`config.mk`:
```
export PLATFORM = sky130hd
export DESIGN_NAME = bin_to_bcd_frac
export DESIGN_NICKNAME = d
export VERILOG_FILES = /design/src/rtl/bin_to_bcd_pkg.sv /design/src/rtl/bin_to_bcd_frac_mul10.sv /design/src/rtl/bin_to_bcd_frac.sv
export SDC_FILE = /design/constraint.sdc
export NUM_CORES = 1
export LEC_CHECK = 0
export CAP_MARGIN = 20
export CORE_ASPECT_RATIO = 0.6
export CORE_MARGIN = 2
export CORE_UTILIZATION = 40
export CTS_BUF_LIST = sky130_fd_sc_hd__clkbuf_2 sky130_fd_sc_hd__clkbuf_4 sky130_fd_sc_hd__clkbuf_8
export DETAILED_ROUTE_END_ITERATION = 8
export PLACE_DENSITY_LB_ADDON = 0.08
export SYNTH_ARGS = -nofsm -noshare
export SYNTH_HDL_FRONTEND = slang
export SYNTH_SLANG_ARGS = --single-unit
export TNS_END_PERCENT = 1
```
`constraint.sdc`:
```
create_clock -name i_Clock -period 2.45 [get_ports i_Clock]
set_clock_uncertainty 0.1 [all_clocks]
set_input_delay 0.245 -clock i_Clock [delete_from_list [all_inputs] [get_ports i_Clock]]
set_output_delay 0.245 -clock i_Clock [all_outputs]
set_load 0.02 [all_outputs]
```
`src/rtl/bin_to_bcd_pkg.sv`:
```
// ============================================================================
// Module   : bin_to_bcd_pkg
// Purpose  : Shared types and helpers for the binary-fraction to BCD converter.
// Revision : 1.0  initial release
// ============================================================================
`default_nettype none

package bin_to_bcd_pkg;

  localparam int BCD_DIGIT_W = 4;

  typedef enum logic [1:0] {
    IDLE    = 2'd0,
    CONVERT = 2'd1,
    DONE    = 2'd2
  } state_e;

  // The digit counter must be able to hold the digit count itself.
  function automatic int cnt_width(input int digits);
    return $clog2(digits + 1);
  endfunction

endpackage

`default_nettype wire

```
`src/rtl/bin_to_bcd_frac_mul10.sv`:
```
// ============================================================================
// Module   : frac_mul10
// Purpose  : Multiplies a Q0.F fraction by ten and splits off the integer digit.
// Revision : 1.0  initial release
// ============================================================================
`default_nettype none

module frac_mul10
  import bin_to_bcd_pkg::*;
#(
  parameter int F = 8
) (
  input  logic [F-1:0]             frac_i,
  output logic [BCD_DIGIT_W-1:0]   digit_o,
  output logic [F-1:0]             rem_o
);

  logic [F+3:0] frac_ext;
  logic [F+3:0] prod;

  assign frac_ext = {4'b0000, frac_i};
  // frac < 1, so frac*10 < 10 and the upper nibble is always a valid BCD digit.
  assign prod     = (frac_ext << 3) + (frac_ext << 1);
  assign digit_o  = prod[F+3:F];
  assign rem_o    = prod[F-1:0];

endmodule

`default_nettype wire

```
`src/rtl/bin_to_bcd_frac.sv`:
```
// ============================================================================
// Module   : bin_to_bcd_frac
// Purpose  : Sequential Q0.F fraction to D-digit BCD converter, one digit/clock.
// Revision : 1.0  initial release
// ============================================================================
`default_nettype none

module bin_to_bcd_frac
  import bin_to_bcd_pkg::*;
#(
  parameter int FRACTIONAL_BITS = 8,
  parameter int DECIMAL_DIGITS  = 7
) (
  input  logic                                    i_Clock,
  input  logic                                    i_Rst_L,
  input  logic                                    i_Start,
  input  logic [FRACTIONAL_BITS-1:0]              i_Binary,
  output logic [BCD_DIGIT_W*DECIMAL_DIGITS-1:0]   o_BCD,
  output logic                                    o_DV
);

  localparam int F  = FRACTIONAL_BITS;
  localparam int D  = DECIMAL_DIGITS;
  localparam int DW = BCD_DIGIT_W * D;
  localparam int CW = cnt_width(D);
  localparam logic [CW-1:0] LAST_CNT = CW'(D - 1);

  state_e               state_q, state_d;
  logic [F-1:0]         frac_q, frac_d;
  logic [DW-1:0]        digits_q, digits_d;
  logic [CW-1:0]        cnt_q, cnt_d;
  logic [DW-1:0]        bcd_q, bcd_d;
  logic                 dv_q, dv_d;

  logic [BCD_DIGIT_W-1:0] digit;
  logic [F-1:0]           rem;
  logic [DW-1:0]          digits_shift;

  frac_mul10 #(.F(F)) u_mul10 (
    .frac_i  (frac_q),
    .digit_o (digit),
    .rem_o   (rem)
  );

  generate
    if (D == 1) begin : g_single_digit
      assign digits_shift = digit;
    end else begin : g_multi_digit
      assign digits_shift = {digits_q[DW-BCD_DIGIT_W-1:0], digit};
    end
  endgenerate

  always_comb begin
    state_d  = state_q;
    frac_d   = frac_q;
    digits_d = digits_q;
    cnt_d    = cnt_q;
    bcd_d    = bcd_q;
    dv_d     = 1'b0;
    case (state_q)
      IDLE: begin
        if (i_Start) begin
          state_d  = CONVERT;
          frac_d   = i_Binary;
          digits_d = '0;
          cnt_d    = '0;
        end
      end
      CONVERT: begin
        frac_d   = rem;
        digits_d = digits_shift;
        cnt_d    = cnt_q + CW'(1);
        // The last digit goes straight into the output so o_BCD never shows partial results.
        if (cnt_q == LAST_CNT) begin
          state_d = DONE;
          bcd_d   = digits_shift;
          dv_d    = 1'b1;
        end
      end
      DONE:    state_d = IDLE;
      default: state_d = IDLE;
    endcase
  end

  always_ff @(posedge i_Clock or negedge i_Rst_L) begin
    if (!i_Rst_L) begin
      state_q  <= IDLE;
      frac_q   <= '0;
      digits_q <= '0;
      cnt_q    <= '0;
      bcd_q    <= '0;
      dv_q     <= 1'b0;
    end else begin
      state_q  <= state_d;
      frac_q   <= frac_d;
      digits_q <= digits_d;
      cnt_q    <= cnt_d;
      bcd_q    <= bcd_d;
      dv_q     <= dv_d;
    end
  end

  assign o_BCD = bcd_q;
  assign o_DV  = dv_q;

endmodule

`default_nettype wire

```
Word level (Yosys, flattened, before mapping)

Cells that the tools add are included.

Muxes and demuxes: 11
Reductions and logical operators: 5
Eq/ne operators: 4
Add/subtract/negate cells: 2

Operators by type and width:

| cell                                                | count |
|---|---|
| one-hot mux 24 bit (2 select lines)                 | 1 |
| two-way mux 24 bit                                  | 1 |
| one-hot mux 8 bit (2 select lines)                  | 1 |
| adder 11 x 9 -> 12 bit                              | 1 |
| two-way mux 8 bit                                   | 1 |
| one-hot mux 3 bit (2 select lines)                  | 1 |
| AND reduction 2 bit                                 | 3 |
| two-way mux 2 bit                                   | 2 |
| != test 2 bit, second input constant                | 2 |
| one-hot mux 2 bit (2 select lines)                  | 1 |
| adder 3 x 1 -> 3 bit, second input constant         | 1 |
| equality test 3 bit, second input constant          | 1 |
| two-way mux 3 bit                                   | 1 |
| equality test 2 x 1 -> 1 bit, second input constant | 1 |
| zero test 2 bit                                     | 1 |
| two-way mux 1 bit                                   | 2 |
| nonzero test 2 bit                                  | 1 |

Input port bits: 11
Logic and storage cells: 28
Bits in registers: 66

Longest topological paths before layout

Gate-level depths: netlist of the first run.

Depth in word-level cells: 3
Depth in mapped cells: 9

Modules after synthesis

Synthesis of the first run repeated with hierarchy kept, for this count alone.

Cells, all modules: 210
Area, all modules: 2889.0 µm²

Modules (own cells, without submodules):

| module          | times used | cells each | sequential area each (µm²) | area each (µm²) |
|---|---|---|---|---|
| bin_to_bcd_frac | 1          | 174        | 1651.6                     | 2598.7 |
| frac_mul10      | 1          | 36         | 0.0                        | 290.3 |

Worst setup path before layout of the first run

Ideal clock, no wire load.

Path kind: register to register
Start point: register frac_q[0]
End point: register digits_q[1]
Buffers on the path: 0
Library setup time: 0.130 ns
Required time: 2.220 ns
Arrival time: 1.692 ns
Setup slack: 0.528 ns
Cell stages (with the launch flop): 7
Cells stage by stage: dfrtp_1 -> ha_1 -> fa_1 -> a21o_1 -> a221oi_2 -> xor2_1 -> o21ai_1

Cells in the longest elaborated chain, start to end: 2

RTL lines:

| what                                | RTL line                    | RTL |
|---|---|---|
| from (decl)                         | bin_to_bcd_frac.sv:29       | `logic [F-1:0] frac_q, frac_d;` |
| from (signal assigned)              | bin_to_bcd_frac.sv:95       | `frac_q <= frac_d;` |
| adder 11 x 9 -> 12 bit              | bin_to_bcd_frac_mul10.sv:23 | `assign prod = (frac_ext << 3) + (frac_ext << 1);` |
| one-hot mux 24 bit (2 select lines) | bin_to_bcd_frac.sv:60       | `case (state_q)` |
| to (signal assigned)                | bin_to_bcd_frac.sv:96       | `digits_q <= digits_d;` |
| to (decl)                           | bin_to_bcd_frac.sv:30       | `logic [DW-1:0] digits_q, digits_d;` |

Every way passes these cells.
A chain may end at the register's enable or synchronous reset.

Worst setup path after layout of the first run

Same ends and word-level chain as after synthesis.

==> flow_metrics.py, run 1 <==
metrics = {
    "layout": {
        "nets": 329,
        "fin_area_mm2": 0.00348,
        "multi_input_area_mm2": 0.00107,
        "drive_gt1_frac": 0.0831,
        "final-seq-area_mm2": 0.00165,
        "syn2layout_area_growth_pct": 23.3,
        "diodes": 0,
        "fill_cells": 641,
    },
    "die": {
        "core-area_mm2": 0.00676,
        "start_util": 0.417,
        "pin_count": 40,
        "fp-row-count": 23,
        "dieArea_mm2": 0.00777,
        "die_x_um": 112,
        "die_h_um": 69.1,
    },
    "setup_path": {
        "critPathRequiredTime_ns": 2.56,
        "worst-path-stages": 6,
        "path_max_fanout": 4,
        "critPathCaptureType": "register",
        "worstSetupStartpointType": "register",
        "cp_slowest_stage_delay_ns": 0.42,
        "cp.arrival_ns": 2.19,
        "rr_worst_depth": 6,
        "crit_slowest_cell": "dfrtp_1",
        "critical_path_class": "register to register",
        "path_cells": "ha_1 > fa_1 > a21o_1 > a221oi_2 > xor2_1 > o21ai_1",
        "crit_buf_inv": 0,
        "crit_family": "adder cells",
    },
    "run_status": {
        "status": "complete, but fails checks",
        "violations": "hold timing",
    },
    "synth": {
        "synth_top_family_by_area": "simple AND/OR/NAND/NOR gates",
        "synth_top_cell_area_share": 0.585,
        "synth.distinct_cells": 36,
        "async_flop_share": 1.00,
        "synth-adder-area-share": 0.0426,
        "synth-edff-count": 0,
        "synth-xor-area-share": 0.0124,
        "synth_common_cells": "nand2_1, dfrtp_1, a22o_1",
        "ys_top_cells_by_area": "dfrtp_1, nand2_1, a22o_1",
        "synth.most_common_cell": "nand2_1",
        "synth-compound-area-share": 0.156,
        "syn_nets": 287,
        "synthCells": 267,
        "yosys.area_share.simple": 0.162,
        "synth.avg_cell_area_um2": 10.6,
        "yosysWarnings": 0,
        "ys_seq_elements": 66,
        "muxShareOfSynthArea": 0.00709,
        "syn_area_mm2": 0.00282,
        "synthFlopType": "dfrtp_1",
        "ys_seq_area_frac": 0.585,
        "yosysTopAreaCell": "dfrtp_1",
    },
    "timing": {
        "min_period_ns": 2.08,
        "rsz0062_at_grt": "false",
        "min_period_over_period": 0.850,
        "drv_slew": 0,
        "fmax_ghz": 0.480,
        "worst_pin_slew_ns": 0.826,
        "hold_ws_ns": -0.0122,
        "setup_violations": 0,
        "relSlewSlack": 0.449,
        "setup_tns_ns": 0,
        "hold_viol_final": 19,
    },
    "clocking": {
        "cts_hold_buf": 0,
        "cts_sinks": 66,
        "h-tree-depth": 3,
        "insertion_delay_ns": 0.33,
        "post-cts-setup-buffer-count": 0,
        "clock_path_buffers": 2,
        "cts_resized": 0,
        "clk_root_buffer_cell": "clkbuf_8",
        "clkTransAtPathRegs_ns": 0.07,
        "cts_buffers": 9,
        "tritoncts": "done",
    },
    "pwr": {
        "vdd_drop_max_mv": 0.584,
        "total_power_w": 0.00462,
        "p_per_area_mw_per_mm2": 1330,
        "p_leak_nw": 1.68,
    },
    "place": {
        "gp_congestion": 0.769,
        "dpl.hpwl_mm": 3.91,
        "io_buffers": 39,
        "place_area_mm2": 0.00329,
    },
    "global_route": {
        "gr-total-overflow": 0,
        "grt_max_degree": 67,
        "grt_pass1_wl_mm": 10.5,
        "grt_antenna_before_repair": 0,
        "grt_pass1_vias": 2011,
        "grtUsageTotal": 0.174,
    },
    "routing": {
        "wl_mm": 5.99,
        "wl_per_cell_um": 15.0,
        "drc": 0,
        "vias_per_cell": 5.03,
        "vias": 2012,
        "postRouteAntennaNets": 0,
        "drtIter0Drc": 142,
        "dr.pass1.iters": 4,
    },
    "job": {
        "drv_cap": 0,
    },
    "hold_path": {
        "worstHoldPathType": "primary input to asynchronous set/reset pin",
    },
}
-- metrics by stage --
stage / setup WS, ns / utilization / instances / hold WS [ns]
after floorplan: 0.528 / - / 267 / -0.151
after global placement: 0.410 / 0.486 / 385 / 0.357
after detailed placement: 0.368 / 0.486 / 385 / 0.361
after CTS: 0.357 / 0.515 / 400 / 0.0241
after global routing: 0.215 / 0.515 / 400 / 0.0347
final: 0.367 / 0.515 / 400 / -0.0122
-- path summary, 6_finish.rpt --
kind,start,end,slack [ns]
max reg2reg,frac_q[0]$_DFFE_PN0P_,digits_q[1]$_DFFE_PN0P_,0.37
max,frac_q[0]$_DFFE_PN0P_,digits_q[1]$_DFFE_PN0P_,0.37
min,i_Rst_L,frac_q[1]$_DFFE_PN0P_,-0.01
min reg2reg,o_BCD[17]$_DFFE_PN0P_,o_BCD[17]$_DFFE_PN0P_,0.37
min in group i_Clock,o_BCD[17]$_DFFE_PN0P_,o_BCD[17]$_DFFE_PN0P_,0.37
max in group asynchronous,i_Rst_L,o_BCD[1]$_DFFE_PN0P_,1.72
-- report_power, final --
part / total (W) / internal, W / switching [W] / leakage, nW
registers: 0.00185 / 0.00152 / 0.000333 / 0.861
clock network: 0.000902 / 0.000512 / 0.000390 / 0.103
logic: 0.00187 / 0.000858 / 0.00101 / 0.720
-- placed cells by master, fill, tap and decap left out, types with 2 or more instances in the layout --
cell type	synthesis	layout
nand2_1	85	85
o21ai_0	15	15
clkbuf_4	0	2
a21oi_1	8	8
clkdlybuf4s50_1	0	38
a22o_1	20	20
a22oi_1	4	4
xor2_1	3	3
clkinv_2	0	2
nor2_1	3	3
inv_1	2	2
nor2b_1	7	6
a211o_1	2	2
nand3_1	4	4
dfrtp_1	66	66
a21o_1	3	3
mux2i_1	2	2
buf_4	1	4
nand4_1	4	4
ha_1	8	8
o21ai_1	3	3
clkbuf_8	0	10
-- flip-flops by register name, indices dropped and copies added (netlist names) --
register and flops:
o_BCD 28, digits_q 24, o_DV 1, cnt_q 3, frac_q 8, state_q 2
-- worst register-to-register path, delay by kind of cell (launching register included) --
family,cells,cell delay (ns)
adders and majority gates,2,0.67
AOI/OAI and AO/OA,3,0.55
DFF,1,0.42
xor gates and xnor gates,1,0.21
-- layout make-up --
class                           instances  share of cell area
Clock buffer                           12              0.0439
Clock inverter                          3              0.0115
Inverter                                3             0.00467
Multi-Input combinational cell        185               0.309
Sequential cell                        66               0.475
Tap cell                               87              0.0313
Timing Repair Buffer                   44               0.125
-- kinds of logic after synthesis --
group | Yosys count
flops | 66
xor+xnor | 4
mux | 2
compound gates | 61
buf+inv | 16
simple gates | 109
fa+ha+maj | 9
-- routing by layer --
| metal | global-route usage | up-vias | part of all wire |
|---|---|---|---|
| met5 | 0 | - | 0 |
| met4 | 0.0447 | 0 | 0.0095 |
| met3 | 0.0624 | 7 | 0.043 |
| met2 | 0.215 | 33 | 0.40 |
| met1 | 0.280 | 969 | 0.55 |
| li1 | - | 1003 | - |
(Power assumes the default switching activity.)
==> run 2, diff against run 1 <==
- ABC_AREA: default -> 0
==> results of run 2 <==
Final layout, timing and power as in run 1 (identical DEF).
